$ cat src/rtl/mem_arbiter_if.sv
// Bundle of the fetch, load/store and RAM-side signals around mem_arbiter.
// The master side is the requesters plus the RAM; the slave side is the arbiter.
interface mem_arbiter_if #(
    parameter int ADDR_W = 8,
    parameter int DATA_W = 16
);
    logic              if_req;
    logic [ADDR_W-1:0] if_addr;
    logic              if_gnt;
    logic              if_rvalid;
    logic [DATA_W-1:0] if_rdata;

    logic              ls_req;
    logic              ls_we;
    logic [ADDR_W-1:0] ls_addr;
    logic [DATA_W-1:0] ls_wdata;
    logic              ls_gnt;
    logic              ls_rvalid;
    logic [DATA_W-1:0] ls_rdata;
    logic              ls_wdone;

    logic [ADDR_W-1:0] ram_addr;
    logic              ram_w_en;
    logic [DATA_W-1:0] ram_wdata;
    logic [DATA_W-1:0] ram_rdata;

    logic              busy;

    modport master (
        output if_req, if_addr, ls_req, ls_we, ls_addr, ls_wdata, ram_rdata,
        input  if_gnt, if_rvalid, if_rdata, ls_gnt, ls_rvalid, ls_rdata, ls_wdone,
               ram_addr, ram_w_en, ram_wdata, busy
    );

    modport slave (
        input  if_req, if_addr, ls_req, ls_we, ls_addr, ls_wdata, ram_rdata,
        output if_gnt, if_rvalid, if_rdata, ls_gnt, ls_rvalid, ls_rdata, ls_wdone,
               ram_addr, ram_w_en, ram_wdata, busy
    );
endinterface

$ cat src/rtl/mem_arbiter.sv
// Round-robin arbiter sharing one synchronous RAM between instruction fetch
// and load/store; one access per ISSUE cycle, response in the following RESP cycle.
module mem_arbiter #(
    parameter int ADDR_W = 8,
    parameter int DATA_W = 16
) (
    input  logic          clk,
    input  logic          rst_n,
    mem_arbiter_if.slave  bus
);

    typedef enum logic [2:0] {
        IDLE     = 3'd0,
        ISSUE_IF = 3'd1,
        ISSUE_LS = 3'd2,
        RESP_IF  = 3'd3,
        RESP_LS  = 3'd4
    } state_t;

    state_t state_reg, state_next, arb_state;
    logic   last_ls_reg, last_ls_next;
    logic   wr_q_reg, wr_q_next;

    // last_ls resets to 1 so the fetch side wins the first conflict.
    always_ff @(posedge clk or negedge rst_n) begin
        if (!rst_n) begin
            state_reg   <= IDLE;
            last_ls_reg <= 1'b1;
            wr_q_reg    <= 1'b0;
        end else begin
            state_reg   <= state_next;
            last_ls_reg <= last_ls_next;
            wr_q_reg    <= wr_q_next;
        end
    end

    always_comb begin
        arb_state = IDLE;
        if (bus.if_req && (!bus.ls_req || last_ls_reg)) begin
            arb_state = ISSUE_IF;
        end else if (bus.ls_req) begin
            arb_state = ISSUE_LS;
        end
    end

    always_comb begin
        state_next    = state_reg;
        last_ls_next  = last_ls_reg;
        wr_q_next     = wr_q_reg;
        bus.if_gnt    = 1'b0;
        bus.if_rvalid = 1'b0;
        bus.if_rdata  = {DATA_W{1'b0}};
        bus.ls_gnt    = 1'b0;
        bus.ls_rvalid = 1'b0;
        bus.ls_rdata  = {DATA_W{1'b0}};
        bus.ls_wdone  = 1'b0;
        bus.ram_addr  = {ADDR_W{1'b0}};
        bus.ram_w_en  = 1'b0;
        bus.ram_wdata = {DATA_W{1'b0}};
        bus.busy      = 1'b0;

        unique case (state_reg)
            IDLE: begin
                state_next = arb_state;
            end
            ISSUE_IF: begin
                bus.busy     = 1'b1;
                bus.if_gnt   = 1'b1;
                bus.ram_addr = bus.if_addr;
                state_next   = RESP_IF;
                last_ls_next = 1'b0;
            end
            ISSUE_LS: begin
                bus.busy      = 1'b1;
                bus.ls_gnt    = 1'b1;
                bus.ram_addr  = bus.ls_addr;
                bus.ram_w_en  = bus.ls_we;
                bus.ram_wdata = bus.ls_we ? bus.ls_wdata : {DATA_W{1'b0}};
                state_next    = RESP_LS;
                last_ls_next  = 1'b1;
                wr_q_next     = bus.ls_we;
            end
            RESP_IF: begin
                // The response overlaps arbitration for the next access.
                bus.busy      = 1'b1;
                bus.if_rvalid = 1'b1;
                bus.if_rdata  = bus.ram_rdata;
                state_next    = arb_state;
            end
            RESP_LS: begin
                bus.busy = 1'b1;
                if (wr_q_reg) begin
                    bus.ls_wdone = 1'b1;
                end else begin
                    bus.ls_rvalid = 1'b1;
                    bus.ls_rdata  = bus.ram_rdata;
                end
                state_next = arb_state;
            end
            default: begin
                state_next = IDLE;
            end
        endcase
    end

endmodule

$ cat src/flat_wrapper.sv
// flat-port wrapper written by rule: the top's interface ports become plain ports
module mem_arbiter_flat 
#(
    parameter int ADDR_W = 8,
    parameter int DATA_W = 16
)
  (clk, rst_n, bus_if_req, bus_if_addr, bus_ls_req, bus_ls_we, bus_ls_addr, bus_ls_wdata, bus_ram_rdata, bus_if_gnt, bus_if_rvalid, bus_if_rdata, bus_ls_gnt, bus_ls_rvalid, bus_ls_rdata, bus_ls_wdone, bus_ram_addr, bus_ram_w_en, bus_ram_wdata, bus_busy);
  mem_arbiter_if #(.ADDR_W(ADDR_W), .DATA_W(DATA_W)) bus_i ();
  input  logic clk;
  input  logic rst_n;
  input wire logic [$bits(bus_i.if_req)-1:0] bus_if_req;
  input wire logic [$bits(bus_i.if_addr)-1:0] bus_if_addr;
  input wire logic [$bits(bus_i.ls_req)-1:0] bus_ls_req;
  input wire logic [$bits(bus_i.ls_we)-1:0] bus_ls_we;
  input wire logic [$bits(bus_i.ls_addr)-1:0] bus_ls_addr;
  input wire logic [$bits(bus_i.ls_wdata)-1:0] bus_ls_wdata;
  input wire logic [$bits(bus_i.ram_rdata)-1:0] bus_ram_rdata;
  output wire logic [$bits(bus_i.if_gnt)-1:0] bus_if_gnt;
  output wire logic [$bits(bus_i.if_rvalid)-1:0] bus_if_rvalid;
  output wire logic [$bits(bus_i.if_rdata)-1:0] bus_if_rdata;
  output wire logic [$bits(bus_i.ls_gnt)-1:0] bus_ls_gnt;
  output wire logic [$bits(bus_i.ls_rvalid)-1:0] bus_ls_rvalid;
  output wire logic [$bits(bus_i.ls_rdata)-1:0] bus_ls_rdata;
  output wire logic [$bits(bus_i.ls_wdone)-1:0] bus_ls_wdone;
  output wire logic [$bits(bus_i.ram_addr)-1:0] bus_ram_addr;
  output wire logic [$bits(bus_i.ram_w_en)-1:0] bus_ram_w_en;
  output wire logic [$bits(bus_i.ram_wdata)-1:0] bus_ram_wdata;
  output wire logic [$bits(bus_i.busy)-1:0] bus_busy;
  assign bus_i.if_req = bus_if_req;
  assign bus_i.if_addr = bus_if_addr;
  assign bus_i.ls_req = bus_ls_req;
  assign bus_i.ls_we = bus_ls_we;
  assign bus_i.ls_addr = bus_ls_addr;
  assign bus_i.ls_wdata = bus_ls_wdata;
  assign bus_i.ram_rdata = bus_ram_rdata;
  assign bus_if_gnt = bus_i.if_gnt;
  assign bus_if_rvalid = bus_i.if_rvalid;
  assign bus_if_rdata = bus_i.if_rdata;
  assign bus_ls_gnt = bus_i.ls_gnt;
  assign bus_ls_rvalid = bus_i.ls_rvalid;
  assign bus_ls_rdata = bus_i.ls_rdata;
  assign bus_ls_wdone = bus_i.ls_wdone;
  assign bus_ram_addr = bus_i.ram_addr;
  assign bus_ram_w_en = bus_i.ram_w_en;
  assign bus_ram_wdata = bus_i.ram_wdata;
  assign bus_busy = bus_i.busy;
  mem_arbiter #(.ADDR_W(ADDR_W), .DATA_W(DATA_W)) u_core (.clk(clk), .rst_n(rst_n), .bus(bus_i));
endmodule
$ cat config.mk
export PLATFORM = sky130hd
export DESIGN_NAME = mem_arbiter_flat
export DESIGN_NICKNAME = d
export VERILOG_FILES = /design/src/rtl/mem_arbiter_if.sv /design/src/rtl/mem_arbiter.sv /design/src/flat_wrapper.sv
export SDC_FILE = /design/constraint.sdc
export NUM_CORES = 1
export LEC_CHECK = 0
export CORE_UTILIZATION = 24
export DETAILED_ROUTE_END_ITERATION = 16
export GPL_TIMING_DRIVEN = 0
export PLACE_DENSITY = 0.8
export SYNTH_ARGS = -nofsm -noshare
export SYNTH_HDL_FRONTEND = slang
export SYNTH_SLANG_ARGS = --single-unit
$ cat constraint.sdc
create_clock -name clk -period 1.6 [get_ports clk]
set_input_delay 0.32 -clock clk [delete_from_list [all_inputs] [get_ports clk]]
set_output_delay 0.32 -clock clk [all_outputs]
set_load 0.01 [all_outputs]
Yosys cells after proc, flatten, opt, wreduce, memory -nomap -nowiden --
Cells that the tools add are included.
Word-level totals: flip-flop bits (word level) 5, latch bits 0, bits in writable memories 0, bits in read-only memories 0, input port bits 53, output and inout bits 63, memories 0
Cells by class: add/sub/neg operators 0, multiply operators 0, div/mod/pow operators 0, $lt $le $gt $ge 0, equality and inequality tests 4, shift-type cells 0, multiplexer cells 19, bitwise gates (word level) 0, reductions and logical operators 7
Operator list (count):
- $mux 16 | 5
- $pmux 8 s2 | 1
- $mux 1 | 9
- $pmux 3 s3 | 1
- $eq 3x2->1 const B | 2
- $reduce_or 4->1 | 1
- $eq 3x1->1 const B | 1
- $eq 3x3->1 const B | 1
- $logic_not 3->1 | 1
- $mux 3 | 1
- $reduce_or 3->1 | 1
- $mux 2 | 1
- $pmux 1 s2 | 1
- $reduce_bool 2->1 | 1
- $logic_and 1x1->1 | 1
- $logic_not 1->1 | 1
- $logic_or 1x1->1 | 1

Depth between registers and ports, before layout --
Gate-level depths: netlist of the first run.
depth in word-level cells 5, mapped depth 5, depth with buffers taken out 2

Worst setup path before layout of the first run --
OpenSTA, ideal clock, no wires.
kind reg2out, start point register u_core.state_reg[0], end point output bus_ram_addr[2], arrival 1150 ps, data required time 1280 ps, path slack 130 ps, cell stages (with the launch flop) 5, buffers on the path 2, cell sequence dfrtp_1 buf_4 buf_4 nand3b_1 a21oi_1
On the way: cells in the longest elaborated chain, start to end 2, elaborated cells on any way between the ends 3, those cells by class eq/ne (2); mux (1)
Ends and longest elaborated chain:
- start: declaration | line mem_arbiter.sv:20 | state_t state_reg, state_next, arb_state;
- start signal: assignment | line mem_arbiter.sv:31 | state_reg <= state_next;
- $eq 3x2->1 / $eq 3x1->1 (equally long branches) | line mem_arbiter.sv:62 | unique case (state_reg)
- $pmux 8 s2 (*) | line mem_arbiter.sv:62
- end: declaration | line flat_wrapper.sv:25 | output wire logic [$bits(bus_i.ram_addr)-1:0] bus_ram_addr;
Every way passes the cells marked *; elsewhere a longest branch is shown, timed or not.

Final worst setup path of the first run --
start point register u_core.state_reg[0], end point output bus_if_rdata[9]
On the way: cells in the longest elaborated chain, start to end 2
Ends and longest elaborated chain:
- $eq 3x2->1 | line mem_arbiter.sv:62
- $mux 16 | line mem_arbiter.sv:62
- end: declaration | line flat_wrapper.sv:20 | output wire logic [$bits(bus_i.if_rdata)-1:0] bus_if_rdata;
No other way between the ends.

==> results of run 1 <==
## worst max-delay path, cell delays in order (launching register included)
cell and delay (ns):
dfrtp_2 0.43, buf_4 0.15, buf_4 0.13, and3b_2 0.24
buf_6 0.14, and2_1 0.15, buf_2 0.14
## worst min path at each step
stage | start | end | slack [ns] | depth (start not counted)
4_1_cts | rst_n | u_core.wr_q_reg | 0.29 | 1
3_5_place_dp | rst_n | u_core.state_reg[1] | 0.56 | 1
2_1_floorplan | rst_n | u_core.state_reg[0] | 0.02 | 0
5_1_grt | rst_n | u_core.wr_q_reg | 0.31 | 1
6_report | rst_n | u_core.wr_q_reg | 0.30 | 1
3_3_place_gp | rst_n | u_core.state_reg[0] | 0.55 | 1
## Yosys cell counts (all sizes together)
library cell,number,area share [%]
a21oi,8,4.8
a22o,1,1.1
a31o,2,2.1
and2,48,36
and3,1,0.76
and3b,1,1.1
and4bb,1,2.0
buf,8,8.3
clkbuf,2,0.91
dfrtp,4,12
dfstp,1,3.2
mux2,1,1.4
mux2i,1,1.2
nand2,1,0.45
nand2b,2,1.5
nand3b,16,15
nor2,1,0.45
nor3b,2,3.0
nor4b,1,2.9
o21bai,1,0.91
xnor2,1,1.1
## layout make-up
cell class / count / area [um^2] / area share [%]
Timing Repair Buffer: 147 / 1280 / 55.3
Multi-Input combinational cell: 90 / 724 / 31.3
Sequential cell: 5 / 129 / 5.58
Buffer: 9 / 97.6 / 4.22
Tap cell: 44 / 55.1 / 2.38
Clock buffer: 4 / 26.3 / 1.14
## what timing repair did
item                                    in CTS  in global routing
pin swaps                                   30                  6
gates cloned                                 5                  1
resized for setup                          309                 23
setup buffers                               24                  3
endpoints found under the setup margin      63                 63
## per-stage QoR
step | utilization, % | power, mW | worst slack [ns]
floorplan | - | 1.31 | 0.130
global placement | 64.5 | 2.27 | -0.597
detailed placement | 64.5 | 2.31 | -0.625
CTS | 68.7 | 2.78 | -0.305
global route | 73.3 | 3.25 | -0.399
finish | 73.3 | 3.03 | -0.347
## layout by cell type (no fill, tap or decap), drive strengths merged
| cell type | synthesis | routed |
|---|---|---|
| clkbuf | 2 | 6 |
| and3 | 1 | 1 |
| xnor2 | 1 | 1 |
| clkdlybuf4s50 | 0 | 52 |
| mux2 | 1 | 1 |
| and3b | 1 | 2 |
| mux2i | 1 | 1 |
| nor3b | 2 | 2 |
| o21bai | 1 | 1 |
| a31o | 2 | 2 |
| nand2 | 1 | 1 |
| a22o | 1 | 1 |
| nor2 | 1 | 1 |
| dfstp | 1 | 1 |
| nor4b | 1 | 1 |
| buf | 8 | 102 |
| and4bb | 1 | 1 |
| a21oi | 8 | 8 |
| nand2b | 2 | 2 |
| dfrtp | 4 | 4 |
| and2 | 48 | 48 |
| nand3b | 16 | 16 |
## cells by family (layout without fill, tap and decap cells)
family / Yosys count / in the layout / share of synthesized area [%]
and+or+nand+nor: 74 / 75 / 62.9
AOI/OAI and AO/OA: 12 / 12 / 8.93
buffers and inverters: 10 / 160 / 9.23
DFF: 5 / 5 / 15.3
muxes: 2 / 2 / 2.57
xor gates and xnor gates: 1 / 1 / 1.06
## where the power goes
part           switching, mW  total, mW  internal [mW]
registers             0.0754      0.284          0.209
clock network         0.0558      0.150         0.0946
logic                   1.07       2.60           1.53
total                   1.20       3.03           1.84
## metal layers
metal	up-vias	routed length [um]
li1	646	-
met1	652	1440
met2	77	2210
met3	0	439
met4	0	0
met5	-	0
==> impl_metrics.ini, run 1 <==
[critical_path]
worstSetupStartpointType = register
r2r_end = u_core.wr_q_reg
reg2reg_depth = 4
crit_type = register to output port
crit_start = u_core.state_reg[0]
required_ns = 1.28
cp.arrival_ns = 1.63
r2r_slack_ns = 0.20
worstSetupEndpoint = bus_if_rdata[9]
worstReg2RegStart = u_core.state_reg[0]
path_max_fanout = 5
cp-end-kind = output port

[floorplanning]
die_w_um = 60.7
fp-row-count = 20
ios = 116
die_h_um = 60.7
die_area_um2 = 3680
core_area_um2 = 3150
start_util_pct = 26.2

[timing]
fin_skew_ns = 0.00464
max_freq_mhz = 514
setup_violations = 62
finalCritPeriodShare_pct = 122
tightest_slew_ns = 0.249
hold_ws_ns = 0.295
slew-limit-headroom_pct = 83.3
layout_min_cycle_time_ns = 1.95
final.setup.tns_ns = -14.91
hold_viol = 0
rsz0062_at_grt = true
setup_ws_ns = -0.347
maxSlewViolCount = 0

[run_status]
status = finished with violations
violations = setup timing

[route]
dr_total_vias = 1375
wl_per_cell_um = 13.7
firstDrtPassIters = 2
routed_via_density = 4.60
drt-total-wl_um = 4090
ant_nets = 0
drt_iter0_drc = 24
drc = 0

[final_layout]
diodes = 0
final_layout_size_suffix_gt1_share_pct = 55.7
fillers = 257
finalNonFillerCells = 299
final_area_um2 = 2310
largest_reg_flops = 3
fin_nets = 309
area_delta_synth_final_pct = 179

[clock_tree]
cts_hold_repair.buffers = 0
path_clk_slew_ns = 0.05
clk_latency_ns = 0.25
h-tree-depth = 1
cts_sinks = 5
cts_made_buffers = 3
cts_buffer_depth = 2
cts-root-buf = clkbuf_4
tritoncts = yes

[grt]
grt_usage_pct = 21.0
grt_max_degree = 11
antenna_found_initial = 0
use_met1_pct = 22.0
grt_use_met2_pct = 41.6
grt_pass1_vias = 1340
top_usage_layer = met2
grt_pass1_wl_um = 5870
grt_use_met3_pct = 5.33
gr-total-overflow = 0

[pwr]
p_leak_nw = 1.15
powerDensity_nw_per_um2 = 1310
ir_drop_v = 0.000810

[job]
drv_cap = 0

[yosys]
synth.distinct_cells = 23
synth_cells = 104
ys_warn_count = 0
synth_seq_cells = 5
synth.yosys.seq_area_share_pct = 15.3
syn_area_per_cell_um2 = 7.95
netlist_area_um2 = 827
syn-num-nets = 157

[place]
portBuffers = 115
placed_cell_area_um2 = 2030
finalWeightedCongestion = 0.742
place_inst = 263

[worst_hold_path]
hold_path.class = input pin to asynchronous set/reset pin
(Power assumes the default switching activity.)
==> run 2: changes to the inputs <==
--- a/config.mk
+++ b/config.mk
@@ -6,9 +6,11 @@
 export NUM_CORES = 1
 export LEC_CHECK = 0
 export CORE_UTILIZATION = 24
+export CTS_CLUSTER_SIZE = 20
 export DETAILED_ROUTE_END_ITERATION = 16
 export GPL_TIMING_DRIVEN = 0
 export PLACE_DENSITY = 0.8
+export RECOVER_POWER = 100
 export SYNTH_ARGS = -nofsm -noshare
 export SYNTH_HDL_FRONTEND = slang
 export SYNTH_SLANG_ARGS = --single-unit
==> run 2 against run 1 <==
The flow still finishes with violations (setup timing). Clock skew decreased by 0.0011 ns. Register-to-register slack got worse by 0.18 ns. Core utilization decreased by 0.36 points. First-iteration DRC count unchanged. Count of clock-buffer cells in the layout unchanged. Non-clock buffer count unchanged. Critical path depth unchanged. Via count decreased by 0.15%. Fmax increased by 0.18%. Sequential power about the same. Die area unchanged.
==> impl_metrics.ini, run 2 (synthesis results as in run 1) <==
[run_status]
status = finished with violations
violations = setup timing

[final_layout]
largest_reg_flops = 3
final_cell_mix = clkdlybuf4s50_1 (51), buf_2 (43), buf_6 (42), and2_1 (28), and2_4 (20)
area_delta_synth_final_pct = 178
layout_commonest_cell = clkdlybuf4s50_1
fin_nets = 309
fin_util_pct = 72.9
final_layout_size_suffix_gt1_share_pct = 55.3
diodes = 0

[job]
drv_cap = 0

[route]
wl_per_cell_um = 13.7
drt_iter0_drc = 24
met3_length_um = 453
top_layer = met3
drc = 0
drt-total-wl_um = 4090
dr_total_vias = 1373
wl_met2_um = 2210
routed_via_density = 4.59
firstDrtPassIters = 4
wl_met1_um = 1420
ant_nets = 0

[timing]
setup_violations = 62
max_freq_mhz = 515
finalCritPeriodShare_pct = 121
setup_ws_ns = -0.343
fin_skew_ns = 0.00351
layout_min_cycle_time_ns = 1.94
tightest_slew_ns = 0.441
rsz0062_at_grt = true
maxSlewViolCount = 0
hold_viol = 0
slew-limit-headroom_pct = 70.5

[clock_tree]
path_clk_slew_ns = 0.05
cts_sinks = 5
cts_buffer_depth = 2
h-tree-depth = 1
cts-root-buf = clkbuf_4
cts_made_buffers = 3
tritoncts = yes
clk_latency_ns = 0.25

[grt]
grt_usage_pct = 21.0
grt_pass1_wl_um = 5870
gr-total-overflow = 0
grt_max_degree = 11
grt_pass1_vias = 1340
antenna_found_initial = 0

[critical_path]
crit_slowest_cell = dfrtp_2
crit_top_cell = buf_4
r2r_slack_ns = 0.02
crit_start = u_core.state_reg[0]
worstSetupStartpointType = register
crit_type = register to output port
required_ns = 1.28
path_max_fanout = 5
worstReg2RegStart = u_core.state_reg[0]
cp.arrival_ns = 1.62
r2r_end = u_core.wr_q_reg
cp-end-kind = output port
critPathMaxStageDelay_ns = 0.43
worstPathCellList = buf_4, buf_4, and3b_2, buf_6, and2_1, buf_2
reg2reg_depth = 4
worstSetupEndpoint = bus_if_rdata[9]

[pwr]
powerDensity_nw_per_um2 = 1300
p_leak_nw = 1.14
power_mw = 3.00
ir_drop_v = 0.000808

[worst_hold_path]
hold_path.class = input pin to asynchronous set/reset pin

[floorplanning]
die_h_um = 60.7
die_area_um2 = 3680
core_area_um2 = 3150
fp-row-count = 20
ios = 116
die_w_um = 60.7
start_util_pct = 26.2

[place]
finalWeightedCongestion = 0.742
portBuffers = 115
[run 2: changes by cell type in the layout (fill, tap and decap cells not counted), sizes merged]
cell / change
dlygate4sd3: +1
clkdlybuf4s50: -1
[run 2: metal layers]
layer	GRT usage [%]	vias up
li1	-	647
met1	22.0	648
met3	5.33	0
met4	4.87	0
met5	0	-
met2	41.6	78
[run 2: repair_timing]
action	in CTS	in global routing
resized for setup	309	23
cloned	5	1
pin swaps	30	6
setup buffers	24	3
hold buffers	0	0
endpoints found under the setup margin	63	63
[run 2: layout make-up]
class | instances | area (um^2)
buffer | 9 | 97.6
tap | 44 | 55.1
timing repair buffer | 147 | 1280
sequential | 5 | 129
multi-input combinational | 90 | 713
fill | 259 | 853
clock buffer | 4 | 26.3
[run 2: critical path, delay by kind of cell, from the launching register on]
kind / cells / cell delay (ns)
buffers and inverters: 4 / 0.56
DFF: 1 / 0.43
and+or+nand+nor: 2 / 0.39
[run 2: power breakdown]
part / switching, mW / total [mW] / leakage, nW / internal, mW
Sequential: 0.0757 / 0.284 / 0.0575 / 0.209
Clock: 0.0549 / 0.149 / 0.0150 / 0.0945
Combinational: 1.05 / 2.57 / 1.07 / 1.51
[run 2: how the worst min path moves through the flow]
stage                     start                  end  slack [ns]
after floorplan           rst_n  u_core.state_reg[0]        0.02
after global placement    rst_n  u_core.state_reg[0]        0.55
after detailed placement  rst_n  u_core.state_reg[1]        0.56
after CTS                 rst_n      u_core.wr_q_reg        0.29
after global routing      rst_n      u_core.wr_q_reg        0.38
final                     rst_n      u_core.wr_q_reg        0.37
[run 2: through the flow]
step	hold WS [ns]	area (um^2)	cells	TNS (ns)	worst slack, ns
2_1_floorplan	0.0244	827	104	0	0.130
3_3_place_gp	0.553	2030	263	-23.97	-0.597
3_5_place_dp	0.558	2030	263	-25.34	-0.625
4_1_cts	0.286	2170	295	-11.65	-0.305
5_1_grt	0.380	2300	299	-19.39	-0.399
6_report	0.366	2300	299	-15.03	-0.343
